### src/rtl/demux_12_striper.sv
// demux_12_striper: 1:2 demultiplexer/striper.
//
// Consecutive valid input words are steered alternately to lane 0 and lane 1,
// starting at lane 0. All outputs are registered, so there is one cycle of latency.
// A saturating counter accumulates bit transitions on the lane data registers.
//
// Ports:
//   clk           rising-edge clock
//   Reset         synchronous, active-high reset
//   data_in       input word, sampled when valid_in=1
//   valid_in      data_in carries a word this cycle
//   data_out0     lane 0 data register
//   valid_out0    one-cycle pulse: data_out0 was written at the last edge
//   data_out1     lane 1 data register
//   valid_out1    one-cycle pulse: data_out1 was written at the last edge
//   next_lane     lane that receives the next valid word
//   toggle_count  accumulated bit transitions on data_out0/1, saturating
module demux_12_striper #(
   parameter int unsigned WIDTH = 8,
   parameter int unsigned CNT_W = 16
) (
   input  logic             clk,
   input  logic             Reset,
   input  logic [WIDTH-1:0] data_in,
   input  logic             valid_in,
   output logic [WIDTH-1:0] data_out0,
   output logic             valid_out0,
   output logic [WIDTH-1:0] data_out1,
   output logic             valid_out1,
   output logic             next_lane,
   output logic [CNT_W-1:0] toggle_count
);

   localparam int unsigned PopW = $clog2(WIDTH + 1);

   typedef enum logic {
      StLane0 = 1'b0,
      StLane1 = 1'b1
   } lane_e;

   lane_e            state_q, state_d;
   logic [WIDTH-1:0] data0_q, data0_d;
   logic [WIDTH-1:0] data1_q, data1_d;
   logic             valid0_q, valid0_d;
   logic             valid1_q, valid1_d;
   logic [CNT_W-1:0] cnt_q, cnt_d;

   logic [WIDTH-1:0] diff;
   logic [PopW-1:0]  pop;
   logic [CNT_W:0]   sum;

   always_comb begin
      state_d  = state_q;
      data0_d  = data0_q;
      data1_d  = data1_q;
      valid0_d = 1'b0;
      valid1_d = 1'b0;
      diff     = '0;
      if (valid_in) begin
         unique case (state_q)
            StLane0: begin
               data0_d  = data_in;
               valid0_d = 1'b1;
               diff     = data0_q ^ data_in;
               state_d  = StLane1;
            end
            StLane1: begin
               data1_d  = data_in;
               valid1_d = 1'b1;
               diff     = data1_q ^ data_in;
               state_d  = StLane0;
            end
         endcase
      end

      pop = '0;
      for (int i = 0; i < int'(WIDTH); i++) begin
         pop = pop + PopW'(diff[i]);
      end

      // Extra carry bit flags overflow; a single step never exceeds the
      // maximum by more than WIDTH, so clamping to all-ones is exact.
      sum   = {1'b0, cnt_q} + (CNT_W + 1)'(pop);
      cnt_d = sum[CNT_W] ? {CNT_W{1'b1}} : sum[CNT_W-1:0];
   end

   always_ff @(posedge clk) begin
      if (Reset) begin
         state_q  <= StLane0;
         data0_q  <= '0;
         data1_q  <= '0;
         valid0_q <= 1'b0;
         valid1_q <= 1'b0;
         cnt_q    <= '0;
      end else begin
         state_q  <= state_d;
         data0_q  <= data0_d;
         data1_q  <= data1_d;
         valid0_q <= valid0_d;
         valid1_q <= valid1_d;
         cnt_q    <= cnt_d;
      end
   end

   assign data_out0    = data0_q;
   assign valid_out0   = valid0_q;
   assign data_out1    = data1_q;
   assign valid_out1   = valid1_q;
   assign next_lane    = logic'(state_q);
   assign toggle_count = cnt_q;

endmodule

### config.mk
export PLATFORM = sky130hd
export DESIGN_NAME = demux_12_striper
export DESIGN_NICKNAME = d
export VERILOG_FILES = /design/src/rtl/demux_12_striper.sv
export SDC_FILE = /design/constraint.sdc
export NUM_CORES = 1
export LEC_CHECK = 0
export ABC_AREA = 0
export CAP_MARGIN = 20
export CORE_ASPECT_RATIO = 0.8
export CORE_MARGIN = 4
export CORE_UTILIZATION = 48
export DETAILED_ROUTE_END_ITERATION = 7
export PLACE_DENSITY_LB_ADDON = 0.1
export REMOVE_ABC_BUFFERS = 1
export SETUP_SLACK_MARGIN = 0.3
export SLEW_MARGIN = 5
export SYNTH_ARGS = -nofsm -noshare
export SYNTH_HDL_FRONTEND = slang
export SYNTH_SLANG_ARGS = --single-unit
### constraint.sdc
create_clock -name clk -period 6.71 [get_ports clk]
set_clock_uncertainty 0.15 [all_clocks]
set_input_delay 1.342 -clock clk [delete_from_list [all_inputs] [get_ports clk]]
set_output_delay 1.342 -clock clk [all_outputs]
set_load 0.1 [all_outputs]
Word-level counts from Yosys, hierarchy flattened
Index checks and enable logic that the tools add are counted.
{"block": "op_classes", "muxes": 6, "bitwise": 4, "n_reduce_logical": 3, "n_addsub": 8}
{"cell": "$add 16x4->17", "count": 1}
{"cell": "$add 4x1->4", "count": 4}
{"cell": "$mux 16", "count": 1}
{"cell": "$pmux 8 s2", "count": 1}
{"cell": "$xor 8x8->8", "count": 2}
{"cell": "$mux 8", "count": 1}
{"cell": "$add 3x1->4", "count": 1}
{"cell": "$reduce_and 2->1", "count": 2}
{"cell": "$add 2x1->3", "count": 1}
{"cell": "$add 1x1->2", "count": 1}
{"cell": "$mux 1", "count": 2}
{"cell": "$not 1->1", "count": 2}
{"cell": "$pmux 1 s2", "count": 1}
{"cell": "$reduce_or 2->1", "count": 1}
{"block": "totals", "ff_bits": 35, "output_inout_bits": 35, "inputBits": 11, "word_cells": 27}

Depth between registers and ports, before layout
Gate-level depths: netlist (run 1).
{"block": "logic_depth", "word_depth": 12, "depth_mapped": 15}

Worst setup path after synthesis (run 1)
OpenSTA, ideal clock, no wires.
{"block": "synth_timing", "path_kind": "register to register", "startpoint": "register state_q (netlist: next_lane)", "endpoint": "register cnt_q[14] (netlist: toggle_count[14])", "stages_incl_launch_ff": 16, "slack_ns": 1.318, "required_ns": 6.469, "n_path_buf": 1, "t_arrival_ns": 5.151, "period_less_slack_ns": 5.392, "path_cell_list": "dfxtp_1 > clkbuf_1 > mux2i_1 > xnor2_1 > and2_1 > fa_1 > inv_1 > fa_1 > inv_1 > fa_1 > fa_1 > fa_1 > nand3_1 > nand2_1 > and4_1 > a311oi_1"}
{"block": "synth_between", "elab_chain_cells": 12}
{"item": "start: declaration", "line": "41", "rtl": "lane_e state_q, state_d;"}
{"item": "start signal: assignment", "line": "89", "rtl": "state_q <= StLane0;"}
{"item": "start signal: assignment", "line": "96", "rtl": "state_q <= state_d;"}
{"item": "$not 1->1 (no source line)"}
{"item": "$pmux 8 s2 (*)", "line": "60", "rtl": "unique case (state_q)"}
{"item": "$mux 8 (*)", "line": "59", "rtl": "if (valid_in) begin"}
{"item": "$add 1x1->2", "line": "78", "rtl": "pop = pop + PopW'(diff[i]);"}
{"item": "$add 2x1->3", "line": "78"}
{"item": "$add 3x1->4", "line": "78"}
{"item": "$add 4x1->4 (3 in series)", "line": "78"}
{"item": "$add 4x1->4 (*)", "line": "78"}
{"item": "$add 16x4->17 (*)", "line": "83", "rtl": "sum = {1'b0, cnt_q} + (CNT_W + 1)'(pop);"}
{"item": "$mux 16 (*)", "line": "84", "rtl": "cnt_d = sum[CNT_W] ? {CNT_W{1'b1}} : sum[CNT_W-1:0];"}
{"item": "end signal: assignment", "line": "101", "rtl": "cnt_q <= cnt_d;"}
{"item": "end: declaration", "line": "46", "rtl": "logic [CNT_W-1:0] cnt_q, cnt_d;"}
Every way passes the cells marked *; elsewhere a longest branch is shown, timed or not.
A chain may end at the register's enable or synchronous reset.

Worst setup path in the final report (run 1)
{"block": "layout_timing", "startpoint": "input port data_in[0]", "endpoint": "register cnt_q[14] (netlist: toggle_count[14])"}
{"block": "layout_between", "elab_chain_cells": 12}
{"item": "start: declaration", "line": "24", "rtl": "input logic [WIDTH-1:0] data_in,"}
{"item": "$xor 8x8->8 (on tied branches)", "line": "70, 64"}
{"item": "$pmux 8 s2 (*)", "line": "60"}
{"item": "$mux 8 (*)", "line": "59"}
{"item": "$add 1x1->2 (*)", "line": "78"}
{"item": "$add 2x1->3 (*)", "line": "78"}
{"item": "$add 3x1->4 (*)", "line": "78"}
{"item": "$add 4x1->4 (*) (4 in series)", "line": "78"}
{"item": "$add 16x4->17 (*)", "line": "83"}
{"item": "$mux 16 (*)", "line": "84"}
Marks and branches as above.

==> key figures, run 1 <==
Outcome
  – Outcome: completed

Placement
  – Gpl congestion: 0.827
  – Dpl hpwl: 2.99 mm
  – IO Port Bufs: 45
  – Area after DPL: 2290 µm²

Floorplan
  – Die area: 4830 µm²
  – Core Footprint: ~3500 µm²
  – Starting Density: 51.2%
  – Io pins: 46
  – Die X: roughly 77 µm
  – Row cnt: 19
  – Die height: 63.0 µm

Pwr
  – Cell Pwr Density: around 310 nW/µm²
  – Power consumption: 0.755 mW
  – Leakage: 0.856 nW
  – Maximum VDD drop: 0.165 mV

Global routing
  – Global Route Usage Sum: 18.1%
  – Antenna violations before repair: 0
  – Largest net degree at the start of global routing: 36
  – Vias in the first global route: approximately 1,500
  – First-pass GRT wire length: 7.07 mm
  – Congestion Overflow GR: 0

Routing
  – WL/cell: about 14 µm
  – Routed Antenna Nets: 0
  – Routed wire length: 4.15 mm
  – Drt first-iter violations: 109
  – Vias: 1,627
  – Vias per cell: 5.50
  – DRC viols: 0
  – Initial DRT Pass Iterations: 5

Yosys
  – Register area share after synthesis: about two fifths
  – Synth Register Bits: 35
  – Ys Warns: 0
  – Synth area leader: dfxtp_1
  – Synth cell types: 37
  – Synth top area cells: dfxtp_1 (39%), a21oi_1 (8.3%), nand2_1 (6.6%)
  – Area fraction of the dominant cell type after synthesis: 38.6%
  – Mapped Cells: between 200 and 250
  – Multiplexer area fraction after synthesis: 4.42%
  – Post-synthesis compound-gate area fraction: between 15 and 20%
  – Simple-gate share of the synthesized area: 21.1%
  – Main combinational cell family by area after synthesis: simple AND/OR/NAND/NOR gates
  – Synth Area in XOR/XNOR: about 6.3%
  – Syn avg cell area: 8.63 µm²
  – Synth Area in Adders: 9.66%
  – Mapped Area: around 1800 µm²

Timing
  – Max Clk Rate: between 0.15 and 0.2 GHz
  – Final setup violating endpoints: 0
  – Period utilization: 83.3%
  – Slew margin rel.: around 34%
  – RSZ-0062 raised after global routing: no
  – Slew @ Worst Pin: between 900 and 1000 ps
  – Slew Viols, Final: 0
  – Fin crit period: 5590 ps
  – Setup TNS: 0 ps
  – Final number of hold-violating endpoints: 0

Setup path
  – Setup Crit Path Kind: in2reg
  – Slowest CP cell: fa_1
  – Worst EP required: 6750 ps
  – Most frequent CP cell: fa_1
  – Arr. time, crit path: 5640 ps
  – CP Launch Type: input port
  – Worst r2r path cells: 14
  – Critical Path Max Stage Delay: 540 ps
  – Crit end category: flip-flop
  – Crit-path cells: clkdlybuf4s50_1 -> xnor2_1 -> and2_1 -> fa_1 -> inv_1 -> fa_1 -> inv_1 -> fa_1 -> fa_1 -> fa_1 -> nand3_1 -> nand2_1 -> and4_1 -> a311oi_1
  – Crit-path max FO: 6

Clock network
  – CTS clock-pin slew for the worst setup and hold paths: 70 ps
  – Number of post-CTS setup repair buffers: 0
  – CTS tree: yes
  – H-Tree Depth: 2
  – Post-CTS Hold Buffers: 0
  – Clock Latency Late Sink: 300 ps
  – Sink Count: 35
  – Cts bufs inserted: 5
  – CTS Buffer Depth: 2
  – # resized after CTS: 0
  – CTS Root Cell: clkbuf_8

Finish
  – Area growth syn-to-layout: 33.8%
  – Final Cell Area: around 2400 µm²
  – Share of cells above drive strength 1: 6.30%
  – Final #Nets: around 280
  – Antenna fix cells: 0
  – Fill cells: ~300

Hold path
  – Hold path depth: 2
  – Hold Crit Class: reg2reg

Job
  – Max-cap violation count: 0
-- worst paths after layout --
check / end / slack, ps / start
worst max-delay path: toggle_count[14]$_SDFF_PP0_ / 1120 / data_in[0]
worst min register to register: data_out0[7]$_SDFFE_PP0P_ / 320 / data_out0[7]$_SDFFE_PP0P_
worst max register to register: toggle_count[14]$_SDFF_PP0_ / 1470 / next_lane$_SDFFE_PP0P_
worst min-delay path: data_out0[7]$_SDFFE_PP0P_ / 320 / data_out0[7]$_SDFFE_PP0P_
-- metrics by stage --
stage | cells | setup slack (ps) | hold WS [ps] | util, %
after CTS | 296 | 1110 | 324 | 68.5
after detailed placement | 288 | 822 | 314 | 64.6
after global routing | 296 | 902 | 346 | 68.5
after global placement | 288 | 988 | 311 | 64.6
final | 296 | 1120 | 324 | 68.5
after floorplan | 199 | 1330 | 741 | -
-- worst max-delay path: cells and delay by family --
family	cells	cell delay, ps
buf+inv	3	590
xor+xnor	1	150
fa+ha+maj	5	2470
compound gates	1	270
simple gates	4	830
-- Yosys cell counts (all sizes together) --
library cell,count
a31oi,5
and2,6
and4,2
mux2i,8
or3,3
xor2,1
clkbuf,10
dfxtp,35
a41oi,1
o31a,1
nor3,5
buf,1
nor4,1
a211oi,3
nand2b,2
nor2b,1
o211a,1
fa,5
o21ai,3
nor2,7
nand3,13
inv,6
o31ai,2
ha,6
nand4,2
nand2,32
a311oi,1
o21bai,1
or4,2
a21o,1
o21ba,1
xnor2,12
a21oi,30
-- area by class of cell --
cell class	instances	area, µm²	share of cell area (%)
multi-input cells	158	1050	43.2
well taps	42	52.6	2.17
inverters	6	22.5	0.928
flip-flops and latches	35	701	28.9
clock buffers	5	68.8	2.84
repair buffers	47	465	19.2
clock inverters	3	67.6	2.78
-- logic make-up after synthesis --
logic type	count (synthesis)
compound gates	50
xor+xnor	13
fa+ha+maj	11
buf+inv	17
flops	35
mux	8
simple gates	76
-- registers in the layout (all words and copies together), names as in the netlist --
| register | cells |
|---|---|
| data_out0 | 8 |
| data_out1 | 8 |
| next_lane | 1 |
| toggle_count | 16 |
| valid_out0 | 1 |
| valid_out1 | 1 |
-- layout by cell type, fill, tap and decap left out, types with 3 or more instances in the layout --
master	n
a211oi_1	3
a21oi_1	30
a31oi_1	5
and2_1	6
clkbuf_8	5
clkdlybuf4s50_1	45
dfxtp_1	35
fa_1	5
ha_1	6
inv_1	6
mux2i_1	8
nand2_1	32
nand3_1	12
nor2_1	7
nor3_1	5
o21ai_0	3
xnor2_1	12
-- power by group --
part / leakage (nW) / internal, mW / switching [mW]
Combinational: 0.506 / 0.0938 / 0.196
Clock: 0.0644 / 0.148 / 0.0800
Sequential: 0.285 / 0.224 / 0.0136
-- per-layer routing --
metal / part of all wire (%) / global-route usage, % / wire length [µm] / vias up
li1: - / - / - / 822
met5: 0 / 0 / 0 / -
met1: 51 / 26.6 / 2110 / 751
met2: 42 / 24.0 / 1740 / 47
met4: 1.5 / 8.14 / 62 / 0
met3: 5.8 / 5.33 / 241 / 7
(Power assumes the default switching activity.)
==> run 2, diff against run 1 <==
Settings changed: CORE_UTILIZATION 48 to 44.
Clock period 6.71 ns to 4.76 ns, I/O delays scaled along.
==> run 2 against run 1 <==
Against the previous run:
- combinational power rose by 78%
- total power rose by 43%
- sequential cell count unchanged
- clock power up 4%
- utilization decreased by 1.4 points
- final area is 7.3% higher
- global-route usage rose by 1.7 points
- via count rose by 7.5%
- register-to-register slack worse by 900 ps
- highest routed layer unchanged
- critical path depth is 1 lower
- setup slack worse by 730 ps
- routed wire length up 17%
==> key figures, run 2 (synthesis gave the netlist of run 1 again) <==
Placement
  – Placed Cells incl. Taps: 313 (was 288)
  – Gpl congestion: 0.801 (was 0.827)
  – IO Port Bufs: 45 (unchanged)
  – Dpl hpwl: 3.13 mm (was 2.99 mm)

Timing
  – RSZ-0062 raised after global routing: no (unchanged)
  – Slew Viols, Final: 0 (unchanged)
  – Slew margin rel.: 32.2% (was 34.1%)
  – Period utilization: between 90 and 100%
  – Final setup violating endpoints: 0 (unchanged)
  – Setup TNS: 0 ps (unchanged)
  – Max Clk Rate: 0.229 GHz
  – Final number of hold-violating endpoints: 0 (unchanged)
  – Fin crit period: between 4000 and 5000 ps
  – Slew @ Worst Pin: 1010 ps (was 986 ps)

Global routing
  – Vias in the first global route: 1,726 (was 1,486)
  – Global Route Usage Sum: 19.8% (was 18.1%)
  – Congestion Overflow GR: 0 (unchanged)
  – Largest net degree at the start of global routing: 36 (unchanged)
  – Antenna violations before repair: 0 (unchanged)
  – First-pass GRT wire length: 8.07 mm (was 7.07 mm)

Routing
  – Vias: 1,749 (was 1,627)
  – Vias per cell: 5.40 (was 5.50)
  – Max layer used: met4 (unchanged)
  – Wl on met1: 2.32 mm (was 2.11 mm)
  – Routed Antenna Nets: 0 (unchanged)
  – Met2 wire len: 2.20 mm (was 1.74 mm)
  – Routed wire length: 4.84 mm (was 4.15 mm)
  – DRC viols: 0 (unchanged)
  – Drt first-iter violations: 102 (was 109)
  – WL/cell: 14.9 µm (was 14.0 µm)
  – Metal3 WL: 248 µm (was 241 µm)
  – Initial DRT Pass Iterations: 4 (was 5)

Floorplan
  – Die height: 65.4 µm (was 63.0 µm)
  – Starting Density: 46.7% (was 51.2%)
  – Die area: 5220 µm² (was 4830 µm²)
  – Io pins: 46 (unchanged)
  – Core Footprint: 3880 µm² (was 3540 µm²)
  – Row cnt: 20 (was 19)
  – Die X: 79.8 µm (was 76.7 µm)

Finish
  – Fill cells: 332 (was 303)
  – Antenna fix cells: 0 (unchanged)
  – Number of flip-flops in the largest register: 16 (unchanged)
  – Finished Layout Cells: 324 (was 296)
  – Final #Nets: 290 (was 275)
  – Area growth syn-to-layout: 43.6% (was 33.8%)
  – Most common cell after layout, fill and taps aside: clkdlybuf4s50_1 (unchanged)
  – Most frequent cells in the layout: clkdlybuf4s50_1 (42), dfxtp_1 (35), nand2_1 (30) (was clkdlybuf4s50_1 (45), dfxtp_1 (35), nand2_1 (32))
  – Share of cells above drive strength 1: 16.7% (was 6.30%)

Clock network
  – CTS Root Cell: clkbuf_8 (unchanged)
  – CTS Buffer Depth: 2 (unchanged)
  – CTS clock-pin slew for the worst setup and hold paths: 70 ps (about the same)
  – Clock Latency Late Sink: 290 ps (was 300 ps)
  – Cts bufs inserted: 5 (unchanged)
  – Post-CTS Hold Buffers: 0 (unchanged)
  – Sink Count: 35 (unchanged)
  – CTS tree: yes (unchanged)
  – H-Tree Depth: 2 (unchanged)

Hold path
  – Hold Crit Class: reg2reg (unchanged)
  – Hold path depth: 2 (unchanged)

Pwr
  – Leakage: 0.928 nW (was 0.856 nW)
  – Cell Pwr Density: 416 nW/µm² (was 311 nW/µm²)
  – Maximum VDD drop: 0.246 mV (was 0.165 mV)

Setup path
  – Stages on the worst setup path: 13 (was 14)
  – Critical Path Max Stage Delay: 540 ps (about the same)
  – Crit end category: flip-flop (unchanged)
  – Crit-path max FO: 5 (was 6)
  – CP Buf/Inv Count: 3 (unchanged)
  – Slowest CP cell: fa_1 (unchanged)
  – Worst r2r path cells: 14 (unchanged)
  – CP Launch Type: input port (unchanged)
  – Setup Crit Path Kind: in2reg (unchanged)
  – Worst EP required: 4810 ps (was 6750 ps)
  – Most frequent CP cell: fa_1 (unchanged)
  – Kind of cell adding the most delay to the critical path: adder cells (unchanged)
  – Arr. time, crit path: 4420 ps (was 5640 ps)
  – Crit-path cells: dlygate4sd2_1 -> and2_1 -> fa_1 -> inv_2 -> fa_1 -> inv_2 -> fa_1 -> fa_2 -> fa_2 -> nand3_4 -> nand2_4 -> and4_1 -> a311oi_1 (was clkdlybuf4s50_1 -> xnor2_1 -> and2_1 -> fa_1 -> inv_1 -> fa_1 -> inv_1 -> fa_1 -> fa_1 -> fa_1 -> nand3_1 -> nand2_1 -> and4_1 -> a311oi_1)

Job
  – Max-cap violation count: 0 (unchanged)

Outcome
  – Outcome: completed (unchanged)
-- run 2: cell count changes in the layout (fill, tap and decap cells not counted), sizes merged --
cell	previous run	this run
o21ba	1	2
clkbuf	5	10
clkinvlp	1	0
bufinv	2	0
buf	2	16
clkdlybuf4s50	45	42
dlygate4sd2	0	1
-- run 2: where the power goes --
part	internal, mW	leakage [nW]	total (mW)	switching (mW)
Sequential	0.315	0.285	0.330	0.0148
Combinational	0.190	0.591	0.515	0.324
Clock	0.132	0.0515	0.238	0.106
Total	0.638	0.928	1.08	0.445
-- run 2: final timing paths --
path / from / slack, ps / end
setup / recovery: valid_in / 390 / toggle_count[14]$_SDFF_PP0_
hold / removal: data_out0[7]$_SDFFE_PP0P_ / 320 / data_out0[7]$_SDFFE_PP0P_
setup reg to reg: next_lane$_SDFFE_PP0P_ / 570 / toggle_count[14]$_SDFF_PP0_
hold reg to reg: data_out0[7]$_SDFFE_PP0P_ / 320 / data_out0[7]$_SDFFE_PP0P_
-- run 2: per-stage QoR --
step,cell area [µm²],power [mW],util (%),hold WS [ps],setup WS [ps]
2_1_floorplan,1770,0.650,-,741,-622
3_3_place_gp,2400,0.768,61.8,310,-380
3_5_place_dp,2400,0.777,61.8,313,-527
4_1_cts,2560,1.05,66.1,322,307
5_1_grt,2600,1.15,67.1,354,261
6_report,2600,1.08,67.1,319,386
-- run 2: layout make-up --
cell class / instances / area [µm²] / area share [%]
multi-input cells: 159 / 1140 / 43.8
flip-flops and latches: 35 / 701 / 26.9
repair buffers: 61 / 571 / 21.9
clock buffers: 8 / 100 / 3.84
well taps: 55 / 68.8 / 2.64
inverters: 6 / 22.5 / 0.865
-- run 2: repair_timing --
item | 4_1_cts | 5_1_grt
pin swaps | 9 | 13
endpoints found under the setup margin | 16 | 16
gates resized for setup | 13 | 16
buffers inserted | 2 | 0
gates cloned | 1 | 0
-- run 2: worst register-to-register path: cells and delay by family, from the launching register on --
kind | cells | cell delay [ps]
and+or+nand+nor | 4 | 520
DFF | 1 | 420
xor gates and xnor gates | 1 | 90
muxes | 1 | 250
AOI/OAI and AO/OA | 1 | 260
adders and majority gates | 5 | 2320
buffers and inverters | 2 | 90
-- run 2: routing by layer --
layer | global-route usage [%] | up-vias
met1 | 28.0 | 834
met3 | 4.66 | 7
met4 | 8.44 | 0
met2 | 28.7 | 57
li1 | - | 851
met5 | 0 | -
